### src/rtl/seg7_pkg.sv
// Shared definitions for the multiplexed 7-segment display path:
// segment codes, digit-select encodings, decoder FSM states.
package seg7_pkg;

   localparam int unsigned SEG_W = 7;
   localparam int unsigned SEL_W = 3;
   localparam int unsigned BCD_W = 12;

   // Segment codes {g,f,e,d,c,b,a}, active-high
   localparam logic [SEG_W-1:0] SEG_0 = 7'h3F;
   localparam logic [SEG_W-1:0] SEG_1 = 7'h06;
   localparam logic [SEG_W-1:0] SEG_2 = 7'h5B;
   localparam logic [SEG_W-1:0] SEG_3 = 7'h4F;
   localparam logic [SEG_W-1:0] SEG_4 = 7'h66;
   localparam logic [SEG_W-1:0] SEG_5 = 7'h6D;
   localparam logic [SEG_W-1:0] SEG_6 = 7'h7D;
   localparam logic [SEG_W-1:0] SEG_7 = 7'h07;
   localparam logic [SEG_W-1:0] SEG_8 = 7'h7F;
   localparam logic [SEG_W-1:0] SEG_9 = 7'h6F;

   // One-hot digit selects; all-zero is the blanking gap
   localparam logic [SEL_W-1:0] DIG_NONE     = 3'b000;
   localparam logic [SEL_W-1:0] DIG_UNITS    = 3'b001;
   localparam logic [SEL_W-1:0] DIG_TENS     = 3'b010;
   localparam logic [SEL_W-1:0] DIG_HUNDREDS = 3'b100;

   localparam logic [3:0] BCD_INVALID = 4'hF;

   typedef enum logic [1:0] {
      SYNC = 2'd0,
      CAP0 = 2'd1,
      CAP1 = 2'd2,
      CAP2 = 2'd3
   } state_t;

   function automatic logic is_onehot3(input logic [SEL_W-1:0] s);
      return (s == DIG_UNITS) || (s == DIG_TENS) || (s == DIG_HUNDREDS);
   endfunction

endpackage

### src/rtl/seg7_scan_decoder_if.sv
// Display-bus monitor interface: scanned segment/select inputs and
// recovered frame outputs.
interface seg7_scan_decoder_if;
   import seg7_pkg::*;

   logic [SEG_W-1:0] seg_in;
   logic [SEL_W-1:0] digit_sel_in;
   logic [BCD_W-1:0] bcd_out;
   logic             frame_valid;
   logic             frame_err;
   logic             sync_lost;

   // Side driving the display bus and consuming recovered frames
   modport master (
      output seg_in, digit_sel_in,
      input  bcd_out, frame_valid, frame_err, sync_lost
   );

   // Decoder side
   modport slave (
      input  seg_in, digit_sel_in,
      output bcd_out, frame_valid, frame_err, sync_lost
   );
endinterface

### src/rtl/seg7_to_bcd.sv
// Combinational 7-segment pattern to BCD digit decoder.
module seg7_to_bcd
   import seg7_pkg::*;
(
   input  logic [SEG_W-1:0] i_seg,
   output logic             o_valid,
   output logic [3:0]       o_digit
);

   // Map legal digit patterns; anything else is flagged invalid
   always_comb begin
      o_valid = 1'b1;
      o_digit = BCD_INVALID;
      case (i_seg)
         SEG_0:   o_digit = 4'd0;
         SEG_1:   o_digit = 4'd1;
         SEG_2:   o_digit = 4'd2;
         SEG_3:   o_digit = 4'd3;
         SEG_4:   o_digit = 4'd4;
         SEG_5:   o_digit = 4'd5;
         SEG_6:   o_digit = 4'd6;
         SEG_7:   o_digit = 4'd7;
         SEG_8:   o_digit = 4'd8;
         SEG_9:   o_digit = 4'd9;
         default: o_valid = 1'b0;
      endcase
   end

endmodule

### src/rtl/seg7_scan_decoder.sv
// Recovers 3-digit BCD frames from a scanned 7-segment display bus.
// Synchronizes the bus, filters short dwells, and tracks the
// units -> tens -> hundreds scan order, re-syncing on any violation.
module seg7_scan_decoder
   import seg7_pkg::*;
#(
   parameter int unsigned STABLE_CYCLES = 4,
   parameter int unsigned SYNC_STAGES   = 2
) (
   input  logic               clk,
   input  logic               rst,
   seg7_scan_decoder_if.slave bus
);

   localparam int unsigned S_W    = SEL_W + SEG_W;
   localparam logic [7:0]  ACC_AT = 8'(STABLE_CYCLES - 2);

   logic [S_W-1:0]   r_sync [SYNC_STAGES];
   logic [S_W-1:0]   r_prev;
   logic [7:0]       r_cnt;
   state_t           r_state;
   logic             r_acc;
   logic             r_err_acc;
   logic [2:0][3:0]  r_dig;
   logic [BCD_W-1:0] r_bcd;
   logic             r_frame_valid;
   logic             r_frame_err;
   logic             r_sync_lost;

   logic [S_W-1:0]   w_s;
   logic [SEL_W-1:0] w_sel;
   logic [SEG_W-1:0] w_seg;
   logic             w_same;
   logic             w_accept;
   logic             w_sel_bad;
   logic             w_seg_ok;
   logic [3:0]       w_digit;
   logic [SEL_W-1:0] w_exp_sel;
   logic [SEL_W-1:0] w_next_sel;
   state_t           w_next_state;

   assign w_s       = r_sync[SYNC_STAGES-1];
   assign w_sel     = w_s[S_W-1:SEG_W];
   assign w_seg     = w_s[SEG_W-1:0];
   assign w_same    = (w_s == r_prev);
   // Fires once per dwell: the sample that brings the run to STABLE_CYCLES
   assign w_accept  = w_same && (r_cnt == ACC_AT) && is_onehot3(w_sel);
   assign w_sel_bad = (w_sel != DIG_NONE) && !is_onehot3(w_sel);

   seg7_to_bcd u_to_bcd (
      .i_seg   (w_seg),
      .o_valid (w_seg_ok),
      .o_digit (w_digit)
   );

   // Expected select for the current capture state and the one that follows
   always_comb begin
      w_exp_sel    = DIG_UNITS;
      w_next_sel   = DIG_TENS;
      w_next_state = CAP1;
      case (r_state)
         CAP1: begin
            w_exp_sel    = DIG_TENS;
            w_next_sel   = DIG_HUNDREDS;
            w_next_state = CAP2;
         end
         CAP2: begin
            w_exp_sel    = DIG_HUNDREDS;
            w_next_sel   = DIG_UNITS;
            w_next_state = CAP0;
         end
         default: ;
      endcase
   end

   // Input synchronizer chain on {sel, seg}
   always_ff @(posedge clk or posedge rst) begin
      if (rst) begin
         for (int unsigned i = 0; i < SYNC_STAGES; i++) r_sync[i] <= '0;
      end else begin
         r_sync[0] <= {bus.digit_sel_in, bus.seg_in};
         for (int unsigned i = 1; i < SYNC_STAGES; i++) r_sync[i] <= r_sync[i-1];
      end
   end

   // Stability counter: saturating run length of identical samples
   always_ff @(posedge clk or posedge rst) begin
      if (rst) begin
         r_prev <= '0;
         r_cnt  <= '0;
      end else begin
         r_prev <= w_s;
         if (!w_same)
            r_cnt <= '0;
         else if (r_cnt != '1)
            r_cnt <= r_cnt + 8'd1;
      end
   end

   // Scan-order FSM with digit capture and registered frame outputs
   always_ff @(posedge clk or posedge rst) begin
      if (rst) begin
         r_state       <= SYNC;
         r_acc         <= 1'b0;
         r_err_acc     <= 1'b0;
         r_dig         <= '0;
         r_bcd         <= '0;
         r_frame_valid <= 1'b0;
         r_frame_err   <= 1'b0;
         r_sync_lost   <= 1'b0;
      end else begin
         r_frame_valid <= 1'b0;
         r_frame_err   <= 1'b0;
         r_sync_lost   <= 1'b0;
         case (r_state)
            SYNC: begin
               if (w_sel == DIG_UNITS) begin
                  r_state   <= CAP0;
                  r_dig     <= '0;
                  r_err_acc <= 1'b0;
                  r_acc     <= 1'b0;
                  // With a short threshold the units dwell can complete on
                  // the very cycle SYNC re-enters; keep that digit.
                  if (w_accept) begin
                     r_dig[0]  <= w_digit;
                     r_err_acc <= !w_seg_ok;
                     r_acc     <= 1'b1;
                  end
               end
            end
            default: begin
               if (w_sel_bad) begin
                  r_sync_lost <= 1'b1;
                  r_state     <= SYNC;
                  r_acc       <= 1'b0;
               end else if (!r_acc) begin
                  // Before acceptance only the blanking gap or the own select is legal
                  if (w_sel != DIG_NONE && w_sel != w_exp_sel) begin
                     r_sync_lost <= 1'b1;
                     r_state     <= SYNC;
                  end else if (w_accept) begin
                     case (r_state)
                        CAP0:    r_dig[0] <= w_digit;
                        CAP1:    r_dig[1] <= w_digit;
                        default: r_dig[2] <= w_digit;
                     endcase
                     if (!w_seg_ok) r_err_acc <= 1'b1;
                     r_acc <= 1'b1;
                  end
               end else if (w_sel == w_next_sel) begin
                  r_acc   <= 1'b0;
                  r_state <= w_next_state;
                  if (r_state == CAP2) begin
                     r_bcd         <= r_dig;
                     r_frame_valid <= 1'b1;
                     r_frame_err   <= r_err_acc;
                     r_dig         <= '0;
                     r_err_acc     <= 1'b0;
                  end
               end else if (w_sel != DIG_NONE && w_sel != w_exp_sel) begin
                  r_sync_lost <= 1'b1;
                  r_state     <= SYNC;
                  r_acc       <= 1'b0;
               end
            end
         endcase
      end
   end

   assign bus.bcd_out     = r_bcd;
   assign bus.frame_valid = r_frame_valid;
   assign bus.frame_err   = r_frame_err;
   assign bus.sync_lost   = r_sync_lost;

endmodule

### src/flat_wrapper.sv
// flat-port wrapper written by rule: the top's interface ports become plain ports
module seg7_scan_decoder_flat import seg7_pkg::*;
#(
   parameter int unsigned STABLE_CYCLES = 4,
   parameter int unsigned SYNC_STAGES   = 2
)
  (clk, rst, bus_seg_in, bus_digit_sel_in, bus_bcd_out, bus_frame_valid, bus_frame_err, bus_sync_lost);
  seg7_scan_decoder_if bus_i ();
  input  logic clk;
  input  logic rst;
  input wire logic [$bits(bus_i.seg_in)-1:0] bus_seg_in;
  input wire logic [$bits(bus_i.digit_sel_in)-1:0] bus_digit_sel_in;
  output wire logic [$bits(bus_i.bcd_out)-1:0] bus_bcd_out;
  output wire logic [$bits(bus_i.frame_valid)-1:0] bus_frame_valid;
  output wire logic [$bits(bus_i.frame_err)-1:0] bus_frame_err;
  output wire logic [$bits(bus_i.sync_lost)-1:0] bus_sync_lost;
  assign bus_i.seg_in = bus_seg_in;
  assign bus_i.digit_sel_in = bus_digit_sel_in;
  assign bus_bcd_out = bus_i.bcd_out;
  assign bus_frame_valid = bus_i.frame_valid;
  assign bus_frame_err = bus_i.frame_err;
  assign bus_sync_lost = bus_i.sync_lost;
  seg7_scan_decoder #(.STABLE_CYCLES(STABLE_CYCLES), .SYNC_STAGES(SYNC_STAGES)) u_core (.clk(clk), .rst(rst), .bus(bus_i));
endmodule
### config.mk
export PLATFORM = sky130hd
export DESIGN_NAME = seg7_scan_decoder_flat
export DESIGN_NICKNAME = d
export VERILOG_FILES = /design/src/rtl/seg7_pkg.sv /design/src/rtl/seg7_scan_decoder_if.sv /design/src/rtl/seg7_to_bcd.sv /design/src/rtl/seg7_scan_decoder.sv /design/src/flat_wrapper.sv
export SDC_FILE = /design/constraint.sdc
export NUM_CORES = 1
export LEC_CHECK = 0
export CAP_MARGIN = 30
export CORE_MARGIN = 2
export CORE_UTILIZATION = 57
export CTS_BUF_LIST = sky130_fd_sc_hd__clkbuf_16
export CTS_CLUSTER_SIZE = 25
export DETAILED_ROUTE_END_ITERATION = 7
export PLACE_DENSITY = 0.79
export SKIP_LAST_GASP = 1
export SLEW_MARGIN = 20
export SYNTH_ARGS = -nofsm -noshare
export SYNTH_HDL_FRONTEND = slang
export SYNTH_SLANG_ARGS = --single-unit
### constraint.sdc
create_clock -name clk -period 2.9 [get_ports clk]
set_input_delay 0.58 -clock clk [delete_from_list [all_inputs] [get_ports clk]]
set_output_delay 0.58 -clock clk [all_outputs]
set_load 0.02 [all_outputs]
==> metrics.log, run 1 <==
[metrics] peak supply drop: 557.3 µV
[metrics] Crit. End Element: flip-flop
[metrics] DIE AREA: 6038 µm²
[metrics] H-tree depth: 3
[metrics] core region area: 5172 µm²
[metrics] Worst-Margin Slew: 0.6442 ns
[metrics] syn_area_per_cell: 11.86 µm²
[metrics] Skew-Pair Late Insertion Delay: 0.33 ns
[metrics] chip width: roughly 80 µm
[metrics] Finish-stage setup viols: 0
[metrics] buffer cell driving the clock tree root: sky130_fd_sc_hd__clkbuf_16
[metrics] Power per Cell Area: 717.3 nW/µm²
[metrics] CTS tree: yes
[metrics] largest net degree at the start of global routing: 40
[metrics] Antenna Violating Nets Remaining: 0
[metrics] worst path arrival time: 2.88 ns
[metrics] grt met1 use: 24.86%
[metrics] hold buffers post-CTS: 0
[metrics] final number of max-transition violations: 0
[metrics] synthesized net count: 279
[metrics] overall routing resource usage: ~20%
[metrics] post-layout net count: 307
[metrics] library cell occupying the most area in the post-synthesis netlist: sky130_fd_sc_hd__dfrtp_1
[metrics] number of antenna violations at the first check in global routing: 0
[metrics] Fin Setup TNS: 0 ns
[metrics] area share of fa/ha/maj cells after synthesis: 2.424%
[metrics] classification of the worst setup path: reg -> reg
[metrics] GP Congestion: 0.8739
[metrics] total number of clock tree sinks: 69
[metrics] headroom to the max-slew limit: 56.99%
[metrics] wirelength, routed: 5399 µm
[metrics] Hold Crit Class: reg -> reg
[metrics] post-detail-place hpwl: 3547 µm
[metrics] wire length of the first global-routing pass: 9156 µm
[metrics] # DRC: 0
[metrics] number of buffers inserted by post-CTS setup repair: 0
[metrics] met3 track demand over resource in global routing: 6.628%
[metrics] Die Ht: 77.71 µm
[metrics] critical path's slowest cell: sky130_fd_sc_hd__a222oi_1
[metrics] XOR/XNOR share of the synthesized area: 4.808%
[metrics] Max Buffers Root-to-Sink: 2
[metrics] maxcap violations: 0
[metrics] Overflow after GRT: 0
[metrics] mux contribution to synthesized area: 9.172%
[metrics] clock transition at the register clock pins on the worst setup and hold paths after CTS: ~0.060 ns
[metrics] Initial Util: between 50 and 60%
[metrics] yosys synthesis warning count: 0
[metrics] vias per cell: 5.615
[metrics] Starting DRT DRC Count: between 150 and 200
[metrics] Post-Syn Instances: approximately 260
[metrics] distinct cell type count of the synthesized netlist: 54
[metrics] proportion of register bits with asynchronous set or reset after synthesis: 100.0%
[metrics] time the final worst path needs with I/O delays and setup: ~2.7 ns
[metrics] delay of the slowest critical-path stage: 0.50 ns
[metrics] Primary FF master, synth: sky130_fd_sc_hd__dfrtp_1
[metrics] largest fanout on the critical path: 6
[metrics] number of vias in the routed layout: 2044
[metrics] setup repair after global routing missed its margin: no
[metrics] status: finished clean
[metrics] GR Util met2: between 30% and 40%
[metrics] largest cells by area after synthesis: sky130_fd_sc_hd__dfrtp_1 56%, sky130_fd_sc_hd__mux2_2 6.5%, sky130_fd_sc_hd__xor2_1 3.1%
[metrics] share of the cycle needed by the critical path after routing: between 90% and 100%
[metrics] flop and latch count out of synthesis: around 70
[metrics] combinational family with the most area after synthesis: simple AND/OR/NAND/NOR gates
[metrics] post-DR wirelength/cell: roughly 15 µm
[metrics] required time of the worst setup path: 3.12 ns
[metrics] fmax: around 380 MHz
[metrics] ordered cell list for the critical path: inv_1 -> ha_1 -> and4b_1 -> a311o_1 -> a222oi_1 -> a211oi_2 -> o221ai_2 -> mux2_2
[metrics] Ant. Diodes: 0
[metrics] share of cells above drive strength 1: 19.05%
[metrics] post-route clock skew: 0.006263 ns
[metrics] fraction of the yosys area taken by sequential cells: 55.76%
[metrics] first-pass iteration count of the detailed router: 4
[metrics] simple-gate portion of the synthesized area: 12.69%
[metrics] layer with the highest usage after global routing: met2
[metrics] port bufs: 26
[metrics] post-synth top area share: between 50% and 60%
[metrics] area grow syn2layout: 19.39%
[metrics] number of standard-cell rows in the floorplan: 26
[metrics] final hold viol count: 0
[metrics] sort of element at the start of the critical path: flip-flop
[metrics] synthesized-area fraction occupied by ao, oa, aoi and oai cells: 10.91%
[metrics] standby leakage power: between 1.5 and 2 nW
[metrics] number of resized instances in the post-cts repair step: 0
[metrics] final core utilization: 71.48%
[metrics] synthesized cell area: 3097 µm²
[metrics] number of buffers added by the clock tree synthesis step: 9
[metrics] number of primary I/O pins: 27
[metrics] vias in the first global route: 1958
[metrics] Post-synth EDFFs: 0
power breakdown:
group          internal, mW  switching, mW
clock                 0.669          0.410
sequential             1.07         0.0742
combinational         0.210          0.214
total                  1.95          0.699
kinds of logic (layout without fill, tap and decap cells):
group,Yosys count,count (layout)
AOI/OAI and AO/OA,48,48
xor gates and xnor gates,17,17
adders and majority gates,6,6
buffers and inverters,24,57
DFF,69,69
muxes,24,24
and+or+nand+nor,73,73
through the flow:
| step | power (mW) | setup slack [ns] | cells | instance area (µm²) | hold WS (ns) |
|---|---|---|---|---|---|
| after floorplan | 1.492 | 0.5087 | 261 | 3097 | 0.3312 |
| after global placement | 1.571 | 0.3373 | 348 | 3397 | 0.3314 |
| after detailed placement | 1.585 | 0.2681 | 348 | 3397 | 0.3358 |
| after CTS | 2.677 | 0.2749 | 364 | 3697 | 0.3481 |
| after global routing | 2.788 | 0.02669 | 364 | 3697 | 0.3576 |
| final | 2.652 | 0.2399 | 364 | 3697 | 0.3467 |
cell usage after synthesis, types with 4 or more instances:
cell	count
sky130_fd_sc_hd__xnor2_1	6
sky130_fd_sc_hd__clkbuf_1	6
sky130_fd_sc_hd__a31oi_1	4
sky130_fd_sc_hd__mux2_2	18
sky130_fd_sc_hd__inv_1	11
sky130_fd_sc_hd__nor4_1	7
sky130_fd_sc_hd__dfrtp_1	69
sky130_fd_sc_hd__nor2_1	23
sky130_fd_sc_hd__o21ai_0	9
sky130_fd_sc_hd__a21oi_1	11
sky130_fd_sc_hd__ha_1	6
sky130_fd_sc_hd__or2_2	4
sky130_fd_sc_hd__nor3_1	5
sky130_fd_sc_hd__nand3_1	7
sky130_fd_sc_hd__mux2_4	4
sky130_fd_sc_hd__nand2_1	9
sky130_fd_sc_hd__xor2_1	11
sky130_fd_sc_hd__a211oi_1	5
worst max-delay path: cells and delay by family (launching register included):
family,cells,cell delay [ns]
AO/OA/AOI/OAI,4,1.20
flip-flops,1,0.37
multiplexers,1,0.37
adder cells (fa/ha/maj),1,0.28
AND/OR/NAND/NOR,1,0.23
buffers and inverters,1,0.08
per-layer routing:
metal / up-vias / wire [µm] / share of wire, %
met5: - / 0 / 0
met3: 12 / 333 / 6.2
met4: 0 / 131 / 2.4
li1: 987 / - / -
met1: 964 / 2340 / 43
met2: 81 / 2594 / 48
flip-flops by register name, summed over array words and instances, names as in the netlist:
name	count
u_core.bus.frame_err	1
u_core.r_cnt	8
u_core.r_sync	10
u_core.r_err_acc	1
u_core.r_dig	12
u_core.bus.sync_lost	1
u_core.r_prev	10
u_core.bus.bcd_out	12
u_core.bus.frame_valid	1
u_core.w_s	10
u_core.r_state	2
u_core.r_acc	1
cell usage in the layout, fill, tap and decap left out, types with 2 or more instances in the layout:
cell type and n:
sky130_fd_sc_hd__clkdlybuf4s50_1 26, sky130_fd_sc_hd__inv_1 11, sky130_fd_sc_hd__nor2_1 23, sky130_fd_sc_hd__buf_4 3
sky130_fd_sc_hd__dfrtp_1 69, sky130_fd_sc_hd__nand2_1 9, sky130_fd_sc_hd__o31ai_1 2, sky130_fd_sc_hd__nor3_1 5
sky130_fd_sc_hd__nor4_1 7, sky130_fd_sc_hd__a21oi_1 11, sky130_fd_sc_hd__ha_1 6, sky130_fd_sc_hd__mux2_2 18
sky130_fd_sc_hd__and3_1 3, sky130_fd_sc_hd__a211oi_1 5, sky130_fd_sc_hd__o22ai_1 2, sky130_fd_sc_hd__or3b_2 2
sky130_fd_sc_hd__mux2_4 4, sky130_fd_sc_hd__or2_2 4, sky130_fd_sc_hd__clkinvlp_4 2, sky130_fd_sc_hd__xnor2_1 6
sky130_fd_sc_hd__a22oi_1 2, sky130_fd_sc_hd__inv_6 2, sky130_fd_sc_hd__o21ai_0 9, sky130_fd_sc_hd__clkbuf_16 9
sky130_fd_sc_hd__nand3_1 7, sky130_fd_sc_hd__xor2_1 11, sky130_fd_sc_hd__a31oi_1 4
layout make-up:
class	count	area (µm²)
clock buffers	9	225.2
clock inverters	7	75.07
fillers	357	1475
inverters	11	41.29
multi-input cells	168	1239
flip-flops and latches	69	1727
well taps	70	87.58
repair buffers	30	302.8
path summary, 6_finish.rpt:
kind | from | to | slack (ns) | depth (start not counted)
max reg2reg | u_core.r_state[0] | u_core.r_dig[1] | 0.24 | 8
max | u_core.r_state[0] | u_core.r_dig[1] | 0.24 | 8
max in group asynchronous | rst | u_core.bus.bcd_out[6] | 1.61 | 3
min | u_core.r_sync[10] | u_core.w_s[0] | 0.35 | 0
min in group asynchronous | rst | u_core.r_prev[0] | 0.66 | 2
min reg2reg | u_core.r_sync[10] | u_core.w_s[0] | 0.35 | 0
(Power assumes the default switching activity.)
==> run 2: changes to the inputs <==
--- a/config.mk
+++ b/config.mk
@@ -7,11 +7,12 @@
 export LEC_CHECK = 0
 export CAP_MARGIN = 30
 export CORE_MARGIN = 2
-export CORE_UTILIZATION = 57
+export CORE_UTILIZATION = 60
 export CTS_BUF_LIST = sky130_fd_sc_hd__clkbuf_16
 export CTS_CLUSTER_SIZE = 25
 export DETAILED_ROUTE_END_ITERATION = 7
-export PLACE_DENSITY = 0.79
+export DONT_BUFFER_PORTS = 1
+export PLACE_DENSITY = 0.76
 export SKIP_LAST_GASP = 1
 export SLEW_MARGIN = 20
 export SYNTH_ARGS = -nofsm -noshare
==> run 2 against run 1 <==
  * Global-route usage up 1.2 points
  * Via count fell by 0.49%
  * Flip-flop and latch count unchanged
  * Register-to-register slack better by 0.15 ns
  * Critical path type unchanged
  * Utilization decreased by 1.8 points
  * Combinational power down 4.7%
  * Count of clock-buffer cells in the layout did not move
  * Critical path depth unchanged
  * Largest cell class unchanged
  * Largest power group is now clock
  * Die area down 4.7%
  * Clock power grew 13%
==> metrics.log, run 2 (same netlist as run 1, synthesis figures left out) <==
[metrics] Clock Power Share: 44.0% (was 40.7%)
[metrics] post-route clock skew: 0.005701 ns (was 0.006263 ns)
[metrics] port bufs: 0 (was 26)
[metrics] Comb pwr share: 14.5% (was 16.0%)
[metrics] Crit. End Element: flip-flop (unchanged)
[metrics] peak supply drop: 636.1 µV (was 557.3 µV)
[metrics] Starting DRT DRC Count: 189 (was 157)
[metrics] area after detailed placement: 3147 µm² (was 3397 µm²)
[metrics] Skew-Pair Late Insertion Delay: 0.33 ns (about the same)
[metrics] Finish-stage setup viols: 0 (unchanged)
[metrics] final number of max-transition violations: 0 (unchanged)
[metrics] worst path arrival time: 2.72 ns (was 2.88 ns)
[metrics] share of the cycle needed by the critical path after routing: 86.60% (was 91.73%)
[metrics] number of buffers added by the clock tree synthesis step: 9 (unchanged)
[metrics] status: finished clean (unchanged)
[metrics] ordered cell list for the critical path: inv_1 -> ha_1 -> xor2_1 -> nor3_1 -> nand2_1 -> nor3_1 -> nand2_1 -> mux2_2 (was inv_1 -> ha_1 -> and4b_1 -> a311o_1 -> a222oi_1 -> a211oi_2 -> o221ai_2 -> mux2_2)
[metrics] wirelength, routed: 5414 µm (was 5399 µm)
[metrics] share of cells above drive strength 1: 22.06% (was 19.05%)
[metrics] Fin Setup TNS: 0 ns (unchanged)
[metrics] post-route design area: 3515 µm² (was 3697 µm²)
[metrics] delay of the slowest critical-path stage: 0.40 ns (was 0.50 ns)
[metrics] CTS tree: yes (unchanged)
[metrics] most frequent cells in the layout: 69 x sky130_fd_sc_hd__dfrtp_1, 23 x sky130_fd_sc_hd__nor2_1, 18 x sky130_fd_sc_hd__mux2_2 (was 69 x sky130_fd_sc_hd__dfrtp_1, 26 x sky130_fd_sc_hd__clkdlybuf4s50_1, 23 x sky130_fd_sc_hd__nor2_1)
[metrics] headroom to the max-slew limit: 65.65% (was 56.99%)
[metrics] post-layout net count: 285 (was 307)
[metrics] Overflow after GRT: 0 (unchanged)
[metrics] buffer cell driving the clock tree root: sky130_fd_sc_hd__clkbuf_16 (unchanged)
[metrics] setup repair after global routing missed its margin: no (unchanged)
[metrics] overall routing resource usage: 21.26% (was 20.02%)
[metrics] Ant. Diodes: 0 (unchanged)
[metrics] final core utilization: 69.70% (was 71.48%)
[metrics] total number of clock tree sinks: 69 (unchanged)
[metrics] Initial Util: 61.41% (was 59.87%)
[metrics] area grow syn2layout: 13.49% (was 19.39%)
[metrics] maxcap violations: 0 (unchanged)
[metrics] required time of the worst setup path: 3.11 ns (was 3.12 ns)
[metrics] vias in the first global route: 1921 (was 1958)
[metrics] number of vias in the routed layout: 2034 (was 2044)
[metrics] wire length of the first global-routing pass: 8970 µm (was 9156 µm)
[metrics] first-pass iteration count of the detailed router: 5 (was 4)
[metrics] final hold viol count: 0 (unchanged)
[metrics] post-DR wirelength/cell: 15.83 µm (was 14.83 µm)
[metrics] Internal Power: 2.103 mW (was 1.953 mW)
[metrics] number of standard-cell rows in the floorplan: 26 (unchanged)
[metrics] GP Congestion: 0.8189 (was 0.8739)
[metrics] cell count after placement: 325 (was 348)
[metrics] non-filler cells, final: 342 (was 364)
[metrics] Sw Pwr: 0.6779 mW (was 0.6989 mW)
[metrics] Power per Cell Area: 791.3 nW/µm² (was 717.3 nW/µm²)
[metrics] sort of element at the start of the critical path: flip-flop (unchanged)
[metrics] standby leakage power: 1.594 nW (was 1.643 nW)
[metrics] H-tree depth: 3 (unchanged)
[metrics] Worst-Margin Slew: 0.5140 ns (was 0.6442 ns)
[metrics] DIE AREA: 5752 µm² (was 6038 µm²)
[metrics] critical path's slowest cell: sky130_fd_sc_hd__mux2_2 (was sky130_fd_sc_hd__a222oi_1)
[metrics] sw frac: 24.38% (was 26.35%)
[metrics] fmax: 398.2 MHz (was 375.9 MHz)
[metrics] post-detail-place hpwl: 3584 µm (was 3547 µm)
[metrics] number of resized instances in the post-cts repair step: 0 (unchanged)
[metrics] Hold Crit Class: in -> async (was reg -> reg)
[metrics] classification of the worst setup path: reg -> reg (unchanged)
[metrics] commonest non-fill, non-tap cell in the layout: sky130_fd_sc_hd__dfrtp_1 (unchanged)
[metrics] hold buffers post-CTS: 0 (unchanged)
[metrics] setup slack after placement: 0.3764 ns (was 0.2681 ns)
[metrics] min setup slack post-route: 0.3886 ns (was 0.2399 ns)
[metrics] number of antenna violations at the first check in global routing: 0 (unchanged)
[metrics] clock transition at the register clock pins on the worst setup and hold paths after CTS: 0.05 ns (was 0.06 ns)
[metrics] chip width: 75.84 µm (was 77.71 µm)
[metrics] number of primary I/O pins: 27 (unchanged)
[metrics] Antenna Violating Nets Remaining: 0 (unchanged)
[metrics] largest net degree at the start of global routing: 43 (was 40)
[metrics] relative contribution of sequential cells to total power: 41.5% (was 43.3%)
[metrics] largest fanout on the critical path: 13 (was 6)
[metrics] number of buffers inserted by post-CTS setup repair: 0 (unchanged)
[metrics] Max Buffers Root-to-Sink: 2 (unchanged)
[metrics] # DRC: 0 (unchanged)
[metrics] time the final worst path needs with I/O delays and setup: 2.511 ns (was 2.660 ns)
[metrics] core region area: 5042 µm² (was 5172 µm²)
[metrics] Die Ht: 75.84 µm (was 77.71 µm)
[metrics] vias per cell: 5.947 (was 5.615)
==> run 2: critical path: cells and delay by family (launching register included) <==
family,cells,cell delay [ns]
simple gates,4,1.08
flops,1,0.37
mux,1,0.40
xor+xnor,1,0.18
buf+inv,1,0.09
fa+ha+maj,1,0.27
==> run 2: metrics by stage <==
step / hold WS [ns] / power [mW]
6_report: 0.1265 / 2.781
5_1_grt: 0.1473 / 2.911
3_5_place_dp: 0.3358 / 1.559
2_1_floorplan: 0.3312 / 1.492
4_1_cts: 0.2734 / 2.802
3_3_place_gp: 0.3310 / 1.548
==> run 2: cell type report <==
class                   instances  area [µm²]
flip-flops and latches         69        1727
fillers                       349        1528
multi-input cells             168        1239
clock buffers                   9       225.2
clock inverters                 7       115.1
well taps                      70       87.58
repair buffers                  8       80.08
inverters                      11       41.29
==> run 2: path summary, 6_finish.rpt <==
path                                         from                     to  slack, ns  depth (start not counted)
worst max-delay path            u_core.r_state[0]  u_core.bus.bcd_out[3]       0.39                          8
worst min-delay path                          rst          u_core.w_s[6]       0.13                          1
worst max register to register  u_core.r_state[0]  u_core.bus.bcd_out[3]       0.39                          8
max in group asynchronous                     rst       u_core.r_dig[10]       2.05                          3
worst min register to register  u_core.r_sync[10]          u_core.w_s[0]       0.35                          0
min in group clk                    bus_seg_in[4]      u_core.r_sync[14]       0.28                          0
==> run 2: metal layers <==
layer / global-route usage (%) / vias to the layer above / wire length, µm
met5: 0 / - / 0
met4: 9.357 / 0 / 97
met3: 6.217 / 11 / 231
met2: 32.57 / 60 / 2645
met1: 28.20 / 1017 / 2439
li1: - / 946 / -
==> run 2: power groups by stage <==
stage	combinational, mW	sequential (mW)	clock (mW)
4_1_cts	0.399	1.15	1.25
6_report	0.404	1.15	1.22
3_5_place_dp	0.389	1.17	0
5_1_grt	0.448	1.17	1.29
2_1_floorplan	0.354	1.14	0
3_3_place_gp	0.384	1.16	0
==> run 3: changes to the inputs <==
--- a/config.mk
+++ b/config.mk
@@ -6,6 +6,7 @@
 export NUM_CORES = 1
 export LEC_CHECK = 0
 export CAP_MARGIN = 30
+export CORE_ASPECT_RATIO = 2
 export CORE_MARGIN = 2
 export CORE_UTILIZATION = 60
 export CTS_BUF_LIST = sky130_fd_sc_hd__clkbuf_16
==> run 3 against run 2 <==
  * Setup slack got worse by 0.20 ns
  * Cell area decreased by 1.8%
  * Global-route usage grew 1.5 points
  * Sequential power barely moved
  * Critical path type unchanged
  * Largest power group unchanged
==> metrics.log, run 3 (same netlist as run 1, synthesis figures left out) <==
[metrics] buffer cell driving the clock tree root: sky130_fd_sc_hd__clkbuf_16 (unchanged)
[metrics] post-layout net count: 281 (was 285)
[metrics] Fin Setup TNS: 0 ns (unchanged)
[metrics] Starting DRT DRC Count: 66 (was 189)
[metrics] port bufs: 0 (unchanged)
[metrics] classification of the worst setup path: reg -> reg (unchanged)
[metrics] most frequent cells in the layout: 69 x sky130_fd_sc_hd__dfrtp_1, 23 x sky130_fd_sc_hd__nor2_1, 18 x sky130_fd_sc_hd__mux2_2 (unchanged)
[metrics] non-filler cells, final: 326 (was 342)
[metrics] cell count after placement: 310 (was 325)
[metrics] area grow syn2layout: 11.43% (was 13.49%)
[metrics] number of resized instances in the post-cts repair step: 0 (unchanged)
[metrics] area of the multi-input gates: 1241 µm² (was 1239 µm²)
[metrics] Skew-Pair Late Insertion Delay: 0.33 ns (about the same)
[metrics] setup slack after placement: 0.2369 ns (was 0.3764 ns)
[metrics] Worst-Margin Slew: 0.6773 ns (was 0.5140 ns)
[metrics] largest fanout on the critical path: 6 (was 13)
[metrics] GP Congestion: 0.8924 (was 0.8189)
[metrics] met3 track demand over resource in global routing: 7.365% (was 6.217%)
[metrics] number of vias in the routed layout: 1993 (was 2034)
[metrics] peak supply drop: 746.5 µV (was 636.1 µV)
[metrics] final hold viol count: 0 (unchanged)
[metrics] number of buffers added by the clock tree synthesis step: 9 (unchanged)
[metrics] Hold Crit Class: in -> async (unchanged)
[metrics] CTS tree: yes (unchanged)
[metrics] required time of the worst setup path: 3.12 ns (was 3.11 ns)
[metrics] worst path arrival time: 2.93 ns (was 2.72 ns)
[metrics] Finish-stage setup viols: 0 (unchanged)
[metrics] setup repair after global routing missed its margin: no (unchanged)
[metrics] post-DR wirelength/cell: 17.34 µm (was 15.83 µm)
[metrics] number of primary I/O pins: 27 (unchanged)
[metrics] grt met1 use: 27.76% (was 28.20%)
[metrics] wire length of the first global-routing pass: 9204 µm (was 8970 µm)
[metrics] vias in the first global route: 1998 (was 1921)
[metrics] vias per cell: 6.113 (was 5.947)
[metrics] wirelength, routed: 5652 µm (was 5414 µm)
[metrics] fmax: 368.6 MHz (was 398.2 MHz)
[metrics] Crit. End Element: flip-flop (unchanged)
[metrics] Antenna Violating Nets Remaining: 0 (unchanged)
[metrics] commonest non-fill, non-tap cell in the layout: sky130_fd_sc_hd__dfrtp_1 (unchanged)
[metrics] overall routing resource usage: 22.76% (was 21.26%)
[metrics] time the final worst path needs with I/O delays and setup: 2.713 ns (was 2.511 ns)
[metrics] Sequential cell area: 1727 µm² (unchanged)
[metrics] # DRC: 0 (unchanged)
[metrics] largest net degree at the start of global routing: 26 (was 43)
[metrics] post-detail-place hpwl: 3873 µm (was 3584 µm)
[metrics] layer with the highest usage after global routing: met2 (unchanged)
[metrics] Overflow after GRT: 0 (unchanged)
[metrics] Initial Util: 61.37% (was 61.41%)
[metrics] final number of max-transition violations: 0 (unchanged)
[metrics] GR Util met2: 34.10% (was 32.57%)
[metrics] number of antenna violations at the first check in global routing: 0 (unchanged)
[metrics] Ant. Diodes: 0 (unchanged)
[metrics] clock transition at the register clock pins on the worst setup and hold paths after CTS: 0.05 ns (about the same)
[metrics] sort of element at the start of the critical path: flip-flop (unchanged)
[metrics] Die Ht: 105.6 µm (was 75.84 µm)
[metrics] headroom to the max-slew limit: 54.85% (was 65.65%)
[metrics] status: finished clean (unchanged)
[metrics] DIE AREA: 5787 µm² (was 5752 µm²)
[metrics] H-tree depth: 3 (unchanged)
[metrics] first-pass iteration count of the detailed router: 5 (unchanged)
[metrics] chip width: 54.80 µm (was 75.84 µm)
[metrics] number of buffers inserted by post-CTS setup repair: 0 (unchanged)
[metrics] standby leakage power: 1.560 nW (was 1.594 nW)
[metrics] Max Buffers Root-to-Sink: 2 (unchanged)
[metrics] core region area: 5046 µm² (was 5042 µm²)
[metrics] Power per Cell Area: 804.9 nW/µm² (was 791.3 nW/µm²)
[metrics] number of standard-cell rows in the floorplan: 37 (was 26)
[metrics] share of cells above drive strength 1: 21.27% (was 22.06%)
[metrics] hold buffers post-CTS: 0 (unchanged)
[metrics] min setup slack post-route: 0.1869 ns (was 0.3886 ns)
[metrics] total number of clock tree sinks: 69 (unchanged)
[metrics] share of the cycle needed by the critical path after routing: 93.56% (was 86.60%)
[metrics] maxcap violations: 0 (unchanged)
[metrics] post-route clock skew: 0.004008 ns (was 0.005701 ns)
[metrics] fill cell total of the finished layout: 358 (was 349)
run 3: area by class of cell:
class | instances | area share, %
Inverter | 11 | 1.197
Clock inverter | 7 | 3.299
Timing Repair Buffer | 4 | 0.8702
Clock buffer | 9 | 6.526
Multi-Input combinational cell | 168 | 35.97
Sequential cell | 69 | 50.04
Tap cell | 58 | 2.103
run 3: metal layers:
layer  routed length, µm  share of wire, %
met3                 305               5.4
met2                2975                53
met4                 180               3.2
met5                   0                 0
met1                2190                39
run 3: worst max-delay path, stage by stage, from the launching register on:
cell and delay (ns):
sky130_fd_sc_hd__dfrtp_1 0.37, sky130_fd_sc_hd__inv_1 0.08, sky130_fd_sc_hd__ha_1 0.28, sky130_fd_sc_hd__and4b_1 0.24, sky130_fd_sc_hd__a311o_1 0.31, sky130_fd_sc_hd__a222oi_1 0.54, sky130_fd_sc_hd__a211oi_2 0.23, sky130_fd_sc_hd__o221ai_2 0.18
sky130_fd_sc_hd__mux2_2 0.37
run 3: final timing paths:
check                                         start                 to  slack (ns)  cells past startpoint
worst max-delay path              u_core.r_state[0]    u_core.r_dig[0]        0.19                      8
worst min-delay path                            rst    u_core.r_dig[2]        0.14                      1
worst max register to register    u_core.r_state[0]    u_core.r_dig[0]        0.19                      8
worst min register to register    u_core.r_sync[16]      u_core.w_s[6]        0.35                      0
max in group asynchronous                       rst   u_core.r_prev[4]        2.08                      2
min in group clk                bus_digit_sel_in[1]  u_core.r_sync[18]        0.27                      0
run 3: power breakdown:
group | internal [mW] | leakage, nW | switching [mW] | total [mW]
sequential | 1.08 | 0.874 | 0.0836 | 1.16
clock | 0.834 | 0.159 | 0.390 | 1.22
combinational | 0.187 | 0.527 | 0.208 | 0.394
total | 2.10 | 1.56 | 0.682 | 2.78
run 3: through the flow:
step	hold slack, ns	util, %	power [mW]	area (µm²)
CTS	0.1560	68.34	2.810	3448
global placement	0.3323	61.62	1.550	3109
detailed placement	0.3363	61.62	1.567	3109
floorplan	0.3312	-	1.492	3097
global route	0.1885	68.39	2.902	3451
finish	0.1442	68.39	2.777	3451
